File: src/rtl/bcd_to_7segment.sv
// Registered BCD-to-seven-segment decoder with lamp-test, blanking and error flag.
// Optional macro HEX_DIGITS_EN: codes 10-15 show hex glyphs A b C d E F instead of flagging an error.
module bcd_to_7segment #(
    parameter bit ACTIVE_LOW = 1'b0
) (
    input  logic       clk,
    input  logic       rst_n,
    input  logic [3:0] bcd,
    input  logic       bcd_valid,
    input  logic       lamp_test,
    input  logic       blank,
    output logic [6:0] seg,
    output logic       seg_valid,
    output logic       err
);

    localparam logic [6:0] POL_MASK = ACTIVE_LOW ? 7'b1111111 : 7'b0000000;

    // Active-high glyph for a code, a..g MSB to LSB.
    function automatic logic [6:0] decode_glyph(input logic [3:0] code);
        logic [6:0] glyph;
        case (code)
            4'd0:    glyph = 7'b1111110;
            4'd1:    glyph = 7'b0110000;
            4'd2:    glyph = 7'b1101101;
            4'd3:    glyph = 7'b1111001;
            4'd4:    glyph = 7'b0110011;
            4'd5:    glyph = 7'b1011011;
            4'd6:    glyph = 7'b1011111;
            4'd7:    glyph = 7'b1110000;
            4'd8:    glyph = 7'b1111111;
            4'd9:    glyph = 7'b1111011;
`ifdef HEX_DIGITS_EN
            4'd10:   glyph = 7'b1110111;
            4'd11:   glyph = 7'b0011111;
            4'd12:   glyph = 7'b1001110;
            4'd13:   glyph = 7'b0111101;
            4'd14:   glyph = 7'b1001111;
            4'd15:   glyph = 7'b1000111;
`endif
            default: glyph = 7'b0000000;
        endcase
        return glyph;
    endfunction

    // True when a sampled code is outside the displayable set.
    function automatic logic code_is_err(input logic [3:0] code);
`ifdef HEX_DIGITS_EN
        return 1'b0 & code[0];
`else
        return (code > 4'd9) ? 1'b1 : 1'b0;
`endif
    endfunction

    logic [3:0] code_r;
    logic       seg_valid_r;
    logic       err_r;
    logic [6:0] seg_r;

    logic [3:0] code_next_s;
    logic       have_code_s;
    logic [6:0] seg_raw_s;
    logic [6:0] seg_next_s;

    // Next segment pattern: overrides first, then the held (or just-captured) code.
    always_comb begin
        code_next_s = code_r;
        have_code_s = seg_valid_r;
        seg_raw_s   = 7'b0000000;
        if (bcd_valid) begin
            code_next_s = bcd;
            have_code_s = 1'b1;
        end else begin
            code_next_s = code_r;
            have_code_s = seg_valid_r;
        end
        if (lamp_test) begin
            seg_raw_s = 7'b1111111;
        end else if (blank) begin
            seg_raw_s = 7'b0000000;
        end else if (have_code_s) begin
            seg_raw_s = decode_glyph(code_next_s);
        end else begin
            seg_raw_s = 7'b0000000;
        end
        seg_next_s = seg_raw_s ^ POL_MASK;
    end

    // Code capture, status flags and polarity-adjusted segment register.
    always_ff @(posedge clk or negedge rst_n) begin
        if (!rst_n) begin
            code_r      <= 4'd0;
            seg_valid_r <= 1'b0;
            err_r       <= 1'b0;
            seg_r       <= POL_MASK;
        end else begin
            if (bcd_valid) begin
                code_r      <= bcd;
                seg_valid_r <= 1'b1;
                err_r       <= code_is_err(bcd);
            end else begin
                code_r      <= code_r;
                seg_valid_r <= seg_valid_r;
                err_r       <= err_r;
            end
            seg_r <= seg_next_s;
        end
    end

    assign seg       = seg_r;
    assign seg_valid = seg_valid_r;
    assign err       = err_r;

endmodule

File: config.mk
export PLATFORM = sky130hd
export DESIGN_NAME = bcd_to_7segment
export DESIGN_NICKNAME = d
export VERILOG_FILES = /design/src/rtl/bcd_to_7segment.sv
export SDC_FILE = /design/constraint.sdc
export NUM_CORES = 1
export LEC_CHECK = 0
export BUFFER_PORTS_ARGS = -buffer_cell sky130_fd_sc_hd__buf_4
export CORE_MARGIN = 3
export CORE_UTILIZATION = 53
export DETAILED_ROUTE_END_ITERATION = 16
export GPL_TIMING_DRIVEN = 1
export PLACE_DENSITY = 0.78
export SLEW_MARGIN = 20
export SYNTH_ARGS = -nofsm -noshare
export SYNTH_HDL_FRONTEND = slang
export SYNTH_SLANG_ARGS = --single-unit
File: constraint.sdc
create_clock -name clk -period 5.03 [get_ports clk]
set_clock_uncertainty 0.1 [all_clocks]
set_input_delay 0.503 -clock clk [delete_from_list [all_inputs] [get_ports clk]]
set_output_delay 0.503 -clock clk [all_outputs]
set_load 0.02 [all_outputs]
# Yosys cells after proc, flatten, opt, wreduce, memory -nomap -nowiden
# Memory sizes are Yosys's and may differ from the RTL's.
# Cells that the tools add are included.
word_totals:
  reg_bits: 13
  mem_bits_ro: 112
  in_bits: 9
  out_inout_bits: 9
  wordCells: 12
  n_memories: 1
classes:
  n_lt_le_gt_ge: 1
  n_mux: 6
memory_table:
  columns: ["name", "words", "width", "read_ports", "rd_clocked_by_memory_dff", "wr", "line", "source"]
  rows:
  - ["(no name shown)", 16, 7, 1, 0, 0, "22", "case (code)"]
op_table:
  columns: ["op", "count"]
  rows:
  - ["2-to-1 mux 7 bit", 3]
  - ["> comparator 4 bit (second input constant)", 1]
  - ["2-to-1 mux 4 bit", 1]
  - ["2-to-1 mux 1 bit", 2]

# Logic depth before layout (Yosys ltp)
# Gate-level depths: netlist of the first run.
# An unclocked memory read counts as a cell.
depth:
  depth_word: 5
  mapped_depth: 9
  mapped_depth_nobuf: 8

# Least setup slack after synthesis of the first run
# No wires, ideal clock.
synth_path:
  path_type: "in2reg"
  start: "input port bcd_valid"
  end: "register seg_r[2], in the netlist seg[2]"
  setup_ns: 0.124
  arrival_time_ns: 1.731
  t_required_ns: 4.806
  path_slack_ns: 3.075
  stages: 7
  path_buffers: 1
  path_cell_list: "buf_6 > mux2i_2 > inv_1 > ha_1 > a21oi_1 > mux2i_1 > a211o_1"
synth_via:
  elab_chain_cells: 5
  elab_cells_between_ends: 6
  classes_between: "5 x mux; 1 x memory"
synth_rtl:
  columns: ["element", "line", "source"]
  rows:
  - ["start, declared", "9", "input logic bcd_valid,"]
  - ["2-to-1 mux 4 bit", null, null]
  - ["via code_next_s[1]", "60", "logic [3:0] code_next_s;"]
  - ["memory read (16 x 7 bit)", null, null]
  - ["2-to-1 mux 7 bit", "81", "end else if (have_code_s) begin"]
  - ["2-to-1 mux 7 bit", "79", "end else if (blank) begin"]
  - ["2-to-1 mux 7 bit", "77", "if (lamp_test) begin"]
  - ["via seg_next_s[2]", "63", "logic [6:0] seg_next_s;"]
  - ["end signal, assigned", "106", "seg_r <= seg_next_s;"]
  - ["end, declared", "58", "logic [6:0] seg_r;"]
# The timed path passes the listed nets, and every way through them passes these cells.
# A chain may end at the register's enable or synchronous reset.

# Worst setup path in the final report of the first run
layout_path:
  start: "input port bcd_valid"
  end: "register seg_r[6], in the netlist seg[6]"
layout_via:
  elab_chain_cells: 5
  elab_cells_between_ends: 6
  classes_between: "5 x mux; 1 x memory"
layout_rtl:
  columns: ["element", "line"]
  rows:
  - ["2-to-1 mux 4 bit", null]
  - ["memory read (16 x 7 bit)", null]
  - ["2-to-1 mux 7 bit (*)", "81"]
  - ["2-to-1 mux 7 bit (*)", "79"]
  - ["2-to-1 mux 7 bit (*)", "77"]
  - ["via seg_next_s[6]", "63"]
# The timed path passes the listed nets; every way through them passes the cells marked *.

==> results of run 1 <==
power by group:
group / leakage [nW] / switching [W] / total [W] / internal, W
registers: 0.146 / 0.00000442 / 0.000118 / 0.000113
logic: 0.267 / 0.0000356 / 0.0000620 / 0.0000264
clock network: 0.0150 / 0.0000337 / 0.0000645 / 0.0000307
total: 0.428 / 0.0000737 / 0.000244 / 0.000170
stage by stage:
step | total power [W] | instances | area [um^2] | setup WS (ps) | hold slack, ps
2_1_floorplan | 0.000156 | 66 | 689 | 3070 | 107
3_3_place_gp | 0.000179 | 96 | 823 | 2890 | 255
3_5_place_dp | 0.000181 | 96 | 823 | 2830 | 254
4_1_cts | 0.000245 | 101 | 860 | 3110 | 368
5_1_grt | 0.000257 | 101 | 860 | 3000 | 373
6_report | 0.000244 | 101 | 860 | 3080 | 370
critical path: cells and delay by family:
kind | cells | cell delay [ps]
adders and majority gates | 1 | 240
and+or+nand+nor | 1 | 50
muxes | 1 | 370
AOI/OAI and AO/OA | 3 | 680
buffers and inverters | 1 | 180
placed cells by master, fill, tap and decap left out, drive strengths merged:
cell type and instances:
a311o 1, a211oi 1, mux2i 4, inv 7
nand2 7, o21ai 4, dlygate4sd3 1, nor3 2
a21o 4, o21a 1, clkbuf 4, nor2b 1
dfrtp 13, a21oi 3, o32ai 1, buf 17
a211o 2, or2 1, nor2 4, ha 5
nand2b 2, o211ai 1, and3b 1
path summary, 6_finish.rpt:
| check | startpoint | end | slack (ps) | cells past startpoint |
|---|---|---|---|---|
| min in group asynchronous | rst_n | seg_valid | 510 | 2 |
| max in group asynchronous | rst_n | seg[4] | 4150 | 2 |
| setup / recovery | bcd_valid | seg[6] | 3080 | 7 |
| setup reg to reg | code_r[1] | seg[6] | 3150 | 6 |
| hold reg to reg | seg_valid | seg_valid | 390 | 1 |
| hold / removal | lamp_test | seg[5] | 370 | 2 |
final cells by class:
class	count	area share, %
inverters	7	3.06
well taps	14	2.04
multi-input cells	45	38.0
repair buffers	18	16.0
clock buffers	4	3.06
flip-flops and latches	13	37.8
per-layer routing:
metal  GRT usage, %  up-vias  wire, um
met5              0        -         0
li1               -      269         -
met2           28.7       16       696
met4           7.45        0         0
met3           4.72        0        77
met1           20.5      246       627
registers in the layout, summed over array words and instances, names as in the netlist:
register / cells
seg: 7
code_r: 4
err: 1
seg_valid: 1
cell families after synthesis:
kind of cell,Yosys count,synth area share [%]
muxes,4,6.35
and+or+nand+nor,18,13.4
buffers and inverters,8,5.45
DFF,13,47.2
adders and majority gates,5,9.07
AOI/OAI and AO/OA,18,18.5
==> reports/metrics.yaml, run 1 <==
run_status: "finished clean"
drtIter0Drc: 18
syn_area_um2: 689
place.detailed.hpwl_mm: 1.04
endpoint_kind: "flip-flop"
htreeDepth: 1
synth_flop_cell: "dfrtp_1"
relSlewSlack_pct: 69.8
postCtsHoldBufs: 1
synthArstFlopShare_pct: 100
finish.net_count: 102
drv_slew: 0
leakage_nw: 0.428
cts_setup_buffers: 0
rows: 12
clk_path_buf_depth: 2
grt_pass1_wl_mm: 2.34
tritoncts: "done"
synth_cell_type_count: 25
min_path_type: "primary input to flip-flop"
layout-drive-gt1-share_pct: 27.6
clock.fmax_mhz: 512
synth_top_area_share_pct: 47.2
die-area_um2: 1770
grt_start_max_net_pins: 14
required_ps: 5100
io_pins: 18
avgSynthCellArea_um2: 10.4
syn_nets: 80
tightest_slew_ps: 440
syn-instance-count: 66
overflow: 0
drt-vias-per-instance: 5.26
slowest_delay_ps: 370
crit_slowest_cell: "mux2i_2"
cts-root-buf: "clkbuf_4"
multiInputGateArea_um2: 327
worst_ep_arrival_time_ps: 2020
min_period_ps: 1950
die_w_um: 42.1
maxCapViolations: 0
wl_per_cell_um: 13.9
place_congestion: 0.898
chipHeight_um: 42.1
setup-violations-final: 0
clk_pin_slew_ps: 80
crit_fanout: 13
cts.sinks: 13
vdd_drop_max_mv: 0.216
clock_latency_ps: 270
post-route-period-util_pct: 38.9
antenna_found_initial: 0
drc_errors: 0
diodes: 0
crit_type: "primary input to flip-flop"
area.growth.synth_to_final_pct: 24.7
yosys_warnings: 0
wirelength_mm: 1.40
synth.area.top_cells: "dfrtp_1 (47%), ha_1 (9.1%), mux2i_1 (4.4%)"
synth_edf_count: 0
path_cells: "buf_4, mux2i_2, ha_1, nor2_1, o32ai_1, o21ai_0, a21o_1"
start_kind: "primary input"
final_util_pct: 74.4
cts_resized: 0
hold_viol: 0
ant_nets: 0
cts-buffers-inserted: 3
seq_area_um2: 325
rsz0062_at_grt: "no"
portBuffers: 17
yosys-top-cells-count: "dfrtp_1 (13), inv_1 (7), nand2_1 (6), ha_1 (5)"
drt_pass1_iterations: 4
core-area_um2: 1160
grt_pass1_vias: 542
initial_utilization_pct: 59.6
yosys.area.top_type: "dfrtp_1"
nFillCells: 90
grt_util_all_layers_pct: 17.2
synth_seq_cells: 13
fin_tns_setup_ps: 0
powerDensity_nw_per_um2: 284
vias: 531
ys_seq_area_share_pct: 47.2
synth.most_common_cell: "dfrtp_1"
Power figures use the tool's default switching activity.
==> run 2: changes to the inputs <==
- CORE_UTILIZATION: 53 -> 44
- PLACE_DENSITY: 0.78 -> 0.69
- clock period: 5.03 -> 1.6 ns (I/O delays scaled with it)
==> run 2 against run 1 <==
Against the previous run:
- die area grew 17%
- critical path depth shrank 1
- largest cell class unchanged
- combinational power grew to 4.6 times the previous value
- the run now ends with setup timing left
- highest routed layer is now met4
- non-clock buffer count grew 14
- via count grew 15%
- sequential power grew to 3.2 times the previous value
- clock power grew to 3.2 times the previous value
- cell count grew 15%
==> reports/metrics.yaml, run 2 (synthesized netlist as in run 1, its figures left out) <==
layout-drive-gt1-share_pct: 50.5  # +23 points
dp.cells: 103  # +7.3%
chipHeight_um: 45.6  # +8.4%
rows: 13  # +1
crit_path_start: "code_r[1]"
fin_tns_setup_ps: -11.3  # -11.3 ps
ff2ff_setup_slack_ps: -9  # -3160 ps
drt_pass1_iterations: 6  # +2
clk_pin_slew_ps: 80  # about the same
wl_per_cell_um: 14.4  # +4.2%
io_pins: 18  # unchanged
placedInstanceArea_um2: 878  # +6.7%
grt_start_max_net_pins: 14  # unchanged
clock_latency_ps: 280  # about the same
cts-buffers-inserted: 3  # unchanged
leakage_nw: 0.502  # +17%
p_total_w: 0.000864  # +250%
rr_worst_depth: 6  # unchanged
crit_fanout: 3  # -10
place_congestion: 0.831  # -7.4%
seq_area_um2: 325  # unchanged
place.detailed.hpwl_mm: 1.09  # +5.1%
design_area_um2: 1050  # +23%
p_seq_share_pct: 43.2  # -5.0 points
hold_viol: 0  # unchanged
drt-vias-per-instance: 5.28  # +0.35%
overflow: 0  # unchanged
worst_ep_arrival_time_ps: 1670  # -350 ps
internal_power_w: 0.000595  # +250%
rsz0062_at_grt: "yes"
diodes: 0  # unchanged
layout.cells.most_common_list: "buf_4 (30), dfrtp_1 (13), nand2_1 (5)"
relSlewSlack_pct: 83.6  # +14 points
multiInputGateArea_um2: 412  # +26%
powerDensity_nw_per_um2: 819  # +190%
area.growth.synth_to_final_pct: 53.0
crit_type: "flip-flop to flip-flop"
r2r-end: "seg[2]"
ant_nets: 0  # unchanged
final_common_cell: "buf_4"
use_met1_pct: 24.4  # +3.9 points
htreeDepth: 1  # unchanged
cts.sinks: 13  # unchanged
start_kind: "flip-flop"
p_sw_w: 0.000270  # +270%
portBuffers: 17  # unchanged
r2r-start: "code_r[1]"
final_util_pct: 76.3  # +1.9 points
vias: 612  # +15%
cts-root-buf: "clkbuf_4"
initial_utilization_pct: 49.9  # -9.8 points
pwr-share-clk_pct: 23.9  # -2.5 points
antenna_found_initial: 0  # unchanged
run_status: "finished, violations left"
die_w_um: 45.6  # +8.4%
die-area_um2: 2080  # +17%
post-route-period-util_pct: 101
grt.met2_usage_pct: 30.4  # +1.7 points
p_comb_share_pct: 32.9  # +7.5 points
setup-violations-final: 2  # +2
drtIter0Drc: 22  # +4
cp-endpoint: "seg[2]"
clock.fmax_mhz: 621
grtUsageMet3_pct: 5.14  # +0.42 points
endpoint_kind: "flip-flop"
core-area_um2: 1380  # +20%
tightest_slew_ps: 245  # -194 ps
grt_busiest_layer: "met2"
swShare_pct: 31.2  # +1.0 points
finish.net_count: 116  # +14%
fin_ws_ps: -9.26  # -3080 ps
violations: "setup timing"
grt_util_all_layers_pct: 19.0  # +1.9 points
hp-start: "lamp_test"
vdd_drop_max_mv: 0.494  # +130%
nFillCells: 87  # -3.3%
wirelength_mm: 1.68  # +20%
grt_pass1_vias: 641  # +18%
tritoncts: "done"
clk_path_buf_depth: 2  # unchanged
grt_pass1_wl_mm: 2.84  # +21%
drc_errors: 0  # unchanged
min_path_type: "primary input to flip-flop"
layout.cells.non_filler: 116  # +15%
maxCapViolations: 0  # unchanged
min_period_ps: 1610
required_ps: 1660  # -3440 ps
largest_register_ffs: 7  # unchanged
drv_slew: 0  # unchanged
## run 2: changes by cell type in the layout (fill, tap and decap cells not counted), sizes merged
cell and change:
buf +14
## run 2: routing by layer
metal  wire length (um)  share of wire (%)  vias to the layer above
met5                  0                  0                        -
met4                 27                1.6                        0
met3                117                7.0                        5
met2                833                 50                       22
met1                697                 42                      288
li1                   -                  -                      297
## run 2: worst min path at each step
| stage | end | slack, ps | cells after the start |
|---|---|---|---|
| after floorplan | code_r[0] | -240 | 0 |
| after global placement | err | -90 | 1 |
| after detailed placement | err | -80 | 1 |
| after CTS | seg[5] | 20 | 2 |
| after global routing | seg[5] | 20 | 2 |
| final | seg[5] | 20 | 2 |
## run 2: final cells by class
type	count	share of cell area, %
multi-input combinational	45	39.0
inverter	7	2.49
timing repair buffer	32	23.4
sequential	13	30.8
tap	15	1.78
clock buffer	4	2.49
## run 2: worst max-delay path, stage by stage (launching register included)
cell,delay (ps)
dfrtp_1,420
mux2i_4,210
inv_2,110
ha_4,180
mux2i_1,130
mux2i_1,90
a211o_1,260
## run 2: per-stage QoR
| stage | setup WS (ps) | hold slack (ps) |
|---|---|---|
| 2_1_floorplan | 17.6 | -236 |
| 3_3_place_gp | -179 | -85.6 |
| 3_5_place_dp | -160 | -83.2 |
| 4_1_cts | -38.0 | 19.4 |
| 5_1_grt | -90.4 | 23.7 |
| 6_report | -9.26 | 18.7 |
## run 2: what timing repair did
item                                    CTS  global route
endpoints found under the hold margin    13             0
pin swaps                                 8             9
hold buffers                              1             0
resized for setup                        12             8
setup buffers                             6             2
endpoints found under the setup margin    4             4
## run 2: power by group through the flow
stage,clock [W],combinational (W),sequential [W]
after global routing,0.000228,0.000309,0.000377
after global placement,0,0.000212,0.000377
after detailed placement,0,0.000213,0.000377
after floorplan,0,0.0000948,0.000400
final,0.000206,0.000285,0.000373
after CTS,0.000211,0.000255,0.000372
